===== src/rtl/vsa16_dmem_pkg.sv =====
// -----------------------------------------------------------------------------
// vsa16_dmem_pkg
// Shared constants and the address decoder for the VSA16 data-memory stage.
//   MMIO_FIFO_PORT / MMIO_STATUS : the two live MMIO word addresses
//   MMIO_BIT                     : address bit selecting the MMIO window
//   ST_MISALIGN / ST_OVERFLOW    : bit positions inside the STATUS word
// -----------------------------------------------------------------------------
package vsa16_dmem_pkg;

    localparam logic [15:0] MMIO_FIFO_PORT = 16'h8000;
    localparam logic [15:0] MMIO_STATUS    = 16'h8002;
    localparam int          MMIO_BIT       = 15;

    localparam int ST_MISALIGN = 0;
    localparam int ST_OVERFLOW = 1;

    typedef enum logic [1:0] {
        REGION_RAM,
        REGION_FIFO,
        REGION_STATUS,
        REGION_NONE
    } region_e;

    // MMIO registers are matched on the full address, so an odd address
    // inside the window is treated as an unmapped location.
    function automatic region_e decode_region(input logic [15:0] addr);
        if (!addr[MMIO_BIT])               return REGION_RAM;
        else if (addr == MMIO_FIFO_PORT)   return REGION_FIFO;
        else if (addr == MMIO_STATUS)      return REGION_STATUS;
        else                               return REGION_NONE;
    endfunction

endpackage


===== src/rtl/vsa16_store_fifo.sv =====
// -----------------------------------------------------------------------------
// vsa16_store_fifo
// Circular store FIFO drained by an external consumer over valid/ready.
//   clock, rst  : clock, synchronous active-high reset
//   push        : enqueue push_data this cycle
//   push_data   : 16-bit entry to enqueue
//   pop_ready   : consumer takes the head when valid is also high
//   valid       : FIFO non-empty (registered state only)
//   head        : entry at the read pointer (stale entry when empty)
//   count       : occupancy, 0..2^FD_LOG2
//   full        : count == depth
//   drop        : a push was refused this cycle (full, no concurrent pop)
// -----------------------------------------------------------------------------
module vsa16_store_fifo #(
    parameter int FD_LOG2 = 2
) (
    input  logic               clock,
    input  logic               rst,
    input  logic               push,
    input  logic [15:0]        push_data,
    input  logic               pop_ready,
    output logic               valid,
    output logic [15:0]        head,
    output logic [FD_LOG2:0]   count,
    output logic               full,
    output logic               drop
);

    localparam int DEPTH = 1 << FD_LOG2;
    localparam logic [FD_LOG2:0] DEPTH_CNT = DEPTH[FD_LOG2:0];

    logic [15:0]        store [DEPTH];
    logic [FD_LOG2-1:0] rd_ptr;
    logic [FD_LOG2-1:0] wr_ptr;
    logic               pop;
    logic               do_push;

    assign valid = (count != '0);
    assign full  = (count == DEPTH_CNT);
    assign head  = store[rd_ptr];

    // A pop in the same cycle frees the slot, so a push into a full FIFO
    // is only refused when the consumer is not taking the head.
    assign pop     = valid && pop_ready;
    assign do_push = push && (!full || pop);
    assign drop    = push && full && !pop;

    // NOTE: Sequential state uses non-blocking assignments so every register
    // samples the pre-edge values, independent of statement order.
    always_ff @(posedge clock) begin
        if (rst) begin
            rd_ptr <= '0;
            wr_ptr <= '0;
            count  <= '0;
        end else begin
            if (pop)
                rd_ptr <= rd_ptr + 1'b1;
            if (do_push)
                wr_ptr <= wr_ptr + 1'b1;
            if (do_push && !pop)
                count <= count + 1'b1;
            else if (pop && !do_push)
                count <= count - 1'b1;
        end
    end

    // NOTE: Entry storage is deliberately not reset; count gates visibility,
    // so stale contents are never observed as valid data.
    always_ff @(posedge clock) begin
        if (do_push)
            store[wr_ptr] <= push_data;
    end

endmodule


===== src/rtl/vsa16_dmem.sv =====
// -----------------------------------------------------------------------------
// vsa16_dmem
// Data-memory stage for the VSA16 core: word-organised scratchpad RAM with
// combinational read / synchronous write, plus an MMIO window holding a
// store FIFO and sticky error flags. Every access completes in one cycle.
//   clock, rst   : clock, synchronous active-high reset
//   addr         : byte address from the core
//   wdata        : store data from the core
//   wr           : store strobe (one cycle per store)
//   rdata        : combinational load data for the current addr
//   out_valid    : store FIFO non-empty
//   out_data     : store FIFO head entry
//   out_ready    : consumer accepts the head when out_valid is high
//   err_misalign : sticky, a store used an odd address
//   err_overflow : sticky, a FIFO push was dropped because it was full
// -----------------------------------------------------------------------------
module vsa16_dmem
    import vsa16_dmem_pkg::*;
#(
    parameter int AW      = 4,
    parameter int FD_LOG2 = 2
) (
    input  logic        clock,
    input  logic        rst,
    input  logic [15:0] addr,
    input  logic [15:0] wdata,
    input  logic        wr,
    output logic [15:0] rdata,
    output logic        out_valid,
    output logic [15:0] out_data,
    input  logic        out_ready,
    output logic        err_misalign,
    output logic        err_overflow
);

    localparam int WORDS = 1 << AW;

    logic [15:0]      ram [WORDS];
    logic [AW-1:0]    word_idx;
    region_e          region;
    logic             aligned_wr;
    logic             fifo_push;
    logic             fifo_drop;
    logic             fifo_full;
    logic [FD_LOG2:0] fifo_count;

    // Upper RAM-region bits are ignored, so the RAM aliases modulo its depth.
    assign word_idx   = addr[AW:1];
    assign region     = decode_region(addr);
    assign aligned_wr = wr && !addr[0];
    assign fifo_push  = aligned_wr && (region == REGION_FIFO);

    vsa16_store_fifo #(
        .FD_LOG2   (FD_LOG2)
    ) u_fifo (
        .clock     (clock),
        .rst       (rst),
        .push      (fifo_push),
        .push_data (wdata),
        .pop_ready (out_ready),
        .valid     (out_valid),
        .head      (out_data),
        .count     (fifo_count),
        .full      (fifo_full),
        .drop      (fifo_drop)
    );

    // NOTE: The RAM must read zero after reset, so it is built from flops and
    // cleared word by word rather than mapped onto an unresettable macro.
    always_ff @(posedge clock) begin
        if (rst) begin
            for (int i = 0; i < WORDS; i++)
                ram[i] <= '0;
        end else if (aligned_wr && (region == REGION_RAM)) begin
            ram[word_idx] <= wdata;
        end
    end

    // A single store either sets one flag or clears both, never both at once.
    always_ff @(posedge clock) begin
        if (rst) begin
            err_misalign <= 1'b0;
            err_overflow <= 1'b0;
        end else if (wr) begin
            if (addr[0]) begin
                err_misalign <= 1'b1;
            end else if (region == REGION_STATUS) begin
                err_misalign <= 1'b0;
                err_overflow <= 1'b0;
            end else if (fifo_drop) begin
                err_overflow <= 1'b1;
            end
        end
    end

    // NOTE: rdata gets a default before the case so every path assigns it
    // and no latch is inferred.
    always_comb begin
        rdata = '0;
        case (region)
            REGION_RAM:    rdata = ram[word_idx];
            REGION_FIFO:   rdata[FD_LOG2:0] = fifo_count;
            REGION_STATUS: begin
                rdata[ST_MISALIGN] = err_misalign;
                rdata[ST_OVERFLOW] = err_overflow;
            end
            default:       rdata = '0;
        endcase
    end

    // Full state is visible through the FIFO_PORT count; kept for clarity.
    logic unused_full;
    assign unused_full = fifo_full;

endmodule


===== config.mk =====
export PLATFORM = sky130hd
export DESIGN_NAME = vsa16_dmem
export DESIGN_NICKNAME = d
export VERILOG_FILES = /design/src/rtl/vsa16_dmem_pkg.sv /design/src/rtl/vsa16_store_fifo.sv /design/src/rtl/vsa16_dmem.sv
export SDC_FILE = /design/constraint.sdc
export NUM_CORES = 1
export LEC_CHECK = 0
export BUFFER_PORTS_ARGS = -buffer_cell sky130_fd_sc_hd__buf_4
export CAP_MARGIN = 5
export CORE_MARGIN = 8
export CORE_UTILIZATION = 30
export DETAILED_ROUTE_END_ITERATION = 8
export PLACE_DENSITY = 0.54
export SYNTH_ARGS = -nofsm -noshare
export SYNTH_HDL_FRONTEND = slang
export SYNTH_SLANG_ARGS = --single-unit

===== constraint.sdc =====
create_clock -name clock -period 3.8 [get_ports clock]
set_input_delay 0.76 -clock clock [delete_from_list [all_inputs] [get_ports clock]]
set_output_delay 0.76 -clock clock [all_outputs]
set_load 0.01 [all_outputs]

==> flow_summary_export.csv <==
group,metric,value,unit
layout,syn_to_final_growth,15.89,%
global_route,grt_start_max_net_pins,33,
worst_setup_path,path_common_cell,"buf_4",
worst_setup_path,path_class,"input port to output pin",
synthesis,postSynthCellCount,895,
worst_setup_path,r2r-start,"u_fifo.count[0]",
worst_setup_path,path_depth,6,
layout,utilization,34.90,%
worst_setup_path,max_stage_delay,0.55,ns
synthesis,ys_seq_area_share,65.72,%
pwr,power_density,481.4,nW/um^2
worst_setup_path,rr_endpoint,"u_fifo.count[2]",
synthesis,synth_area_leaders,"edfxtp_1 64%, and2_1 11%, mux4_2 8.6%",
worst_setup_path,cp.buffers_inverters,3,
run,drv_cap,0,
place,placed_cell_area,16210,sq um
worst_setup_path,cp-start-kind,"input port",
route,routed_wl,34.46,mm
worst_setup_path,r2r_setup_slack,1.39,ns
layout,multiInputGateArea,4686,sq um
synthesis,synth_top_area_share,64.25,%
die,die_width,239.3,um
pwr,p_leak,6.080,nW
sta,clock_skew,0.01023,ns
sta,max_slew_margin,38.63,%
global_route,grt_pass1_vias,8167,
hold_path,hp-class,"register to register",
cts,post-cts-setup-buffers,0,
synthesis,ys_types,55,
sta,holdWs,0.5024,ns
die,start_util,30.12,%
synthesis,ys_seq_elements,331,
route,post_drt_wl_per_cell,20.61,um
worst_setup_path,worst_ep_required_time,3.04,ns
layout,fin_nets,1015,
cts,path_clk_slew,0.06,ns
cts,hold_buffers,0,
global_route,grtUsageTotal,12.08,%
sta,drv_slew,0,
die,rows,82,
route,drc,0,
cts,clock_latency,0.53,ns
synthesis,syn-mean-instance-area,16.71,sq um
die,io_pins,71,
synthesis,synthesis.nets,937,
worst_setup_path,crit_start,"addr[1]",
die,die_area,57260,sq um
worst_setup_path,end_kind,"output pin",
worst_setup_path,crit_chain,"buf_4 > buf_4 > mux4_2 > mux2i_1 > o22ai_1 > buf_4",
sta,layout_min_cycle_time,3.384,ns
cts,cts_resized,0,
sta,post-route-period-util,89.04,%
layout,fin_area,17330,sq um
sta,grt_setup_unrepaired,"no",
cts,cts_buffers,35,
global_route,grt_overflow,0,
layout,layout_commonest_cell,"edfxtp_1",
cts,htreeDepth,2,
worst_setup_path,cp_slowest_cell,"mux4_2",
worst_setup_path,r2r_cells,9,
worst_setup_path,cpLargestDelayFamily,"buffers and inverters",
pwr,vdd_drop_max,0.0002332,V
synthesis,synth_area,14960,sq um
worst_setup_path,crit_fanout,24,
die,die_h,239.3,um
sta,finalHoldViolCount,0,
sta,worst_slew_pin_slew,0.9155,ns
cts,root_buffer,"clkbuf_16",
synthesis,synth_largest_area_cell,"edfxtp_1",
global_route,grt_first_pass_wirelength,52.30,mm
place,portBuffers,70,
layout,antenna_cells,0,
synthesis,yosys_warnings,0,
sta,fmax,0.2955,GHz
layout,regArea,9829,sq um
route,avgViaCountPerCell,4.525,
sta,setup_violations,0,
global_route,grt_antenna_before_repair,0,
run_status,run_status,"complete, no violations",
layout,layout_common_cells,"320 x edfxtp_1, 257 x and2_1, 101 x buf_4, 57 x mux4_2, 36 x mux2i_1",
route,drt_iter0_markers,450,
place,gp_congestion,0.7463,
cts,clk_path_buf_depth,3,
route,drtAntennaViolNets,0,
layout,drive_gt1_share,25.10,%
route,drtPass1Iterations,4,
worst_setup_path,crit_path_end,"rdata[5]",
die,core,49660,sq um
cts,cts_tree,"built",
place,hpwl,22.65,mm
route,vias,7565,
sta,fin_tns_setup,0,ns
cts,cts_sinks,331,
layout,final.fill_count,4718,
worst_setup_path,crit_arrival,2.62,ns
-- per-stage QoR --
| step | total power, mW | setup slack [ns] | cells |
|---|---|---|---|
| 3_5_place_dp | 5.035 | 0.3934 | 1608 |
| 6_report | 8.344 | 0.4163 | 1672 |
| 2_1_floorplan | 4.726 | 0.9213 | 895 |
| 4_1_cts | 8.439 | 0.3994 | 1672 |
| 5_1_grt | 8.615 | 0.2981 | 1672 |
| 3_3_place_gp | 5.030 | 0.3855 | 1608 |
-- power by group --
part | internal, mW | leakage (nW) | switching (mW)
clock | 1.98 | 0.546 | 1.43
sequential | 4.15 | 3.10 | 0.0574
combinational | 0.333 | 2.44 | 0.392
total | 6.47 | 6.08 | 1.88
-- how the worst min path moves through the flow --
| stage | start | to | slack, ns | cells after the start |
|---|---|---|---|---|
| global placement | err_misalign | err_misalign | 0.48 | 2 |
| detailed placement | err_misalign | err_misalign | 0.49 | 2 |
| CTS | err_misalign | err_misalign | 0.50 | 2 |
| finish | err_misalign | err_misalign | 0.50 | 2 |
| global route | addr[0] | err_misalign | 0.54 | 3 |
| floorplan | u_fifo.count[2] | u_fifo.count[2] | 0.47 | 2 |
-- logic make-up after synthesis --
group,after synthesis,share of synthesized area (%)
AND/OR/NAND/NOR,340,14.65
flip-flops,331,65.72
multiplexers,113,14.51
buffers and inverters,69,2.953
AO/OA/AOI/OAI,32,1.389
adder cells (fa/ha/maj),6,0.5521
XOR/XNOR,4,0.2342
-- area by class of cell --
class                   instances  area share [%]
inverters                       5          0.1083
repair buffers                105           4.836
flip-flops and latches        331           56.71
multi-input cells             495           27.03
clock buffers                  42           5.205
clock inverters                22           1.256
well taps                     672           4.851
-- registers in the layout (all words and copies together), names as in the netlist, named ones only --
register,flops
ram,256
u_fifo.store,64
u_fifo.count,3
u_fifo.rd_ptr,2
u_fifo.wr_ptr,2
err_misalign,1
err_overflow,1
-- cells in the mapped netlist (all sizes together) --
cell type and number:
nand2b 4, nor4 2, mux4 77, and2 257, and4 1, dfxtp 11
o22ai 15, or2 17, fa 1, o211ai 2, a41o 1, or2b 1
nand2 6, ha 5, and3 4, a211oi 1, a2111o 1, nor3 6
o21ai 4, buf 26, a2111oi 1, clkbuf 37, dlygate4sd1 1, a31oi 2
nor2 24, inv 5, a21oi 4, nand4 3, o221ai 1, nor3b 1
nand3 5, nor2b 1, or3 3, mux2i 36, and2b 2, xor2 4
nor4b 3, edfxtp 320
-- worst register-to-register path, delay by kind of cell, from the launching register on --
kind                     cells  cell delay, ns
AND/OR/NAND/NOR              4            0.97
adder cells (fa/ha/maj)      2            0.57
flip-flops                   1            0.46
XOR/XNOR                     1            0.16
AO/OA/AOI/OAI                1            0.14
buffers and inverters        1            0.06
-- metal layers --
layer | share of wire, % | routed length [um] | GRT usage, %
met2 | 53 | 18150 | 22.30
met5 | 0 | 0 | 0
met3 | 3.9 | 1346 | 1.852
met1 | 42 | 14330 | 14.45
met4 | 1.8 | 622 | 3.274
(Power assumes the default switching activity.)
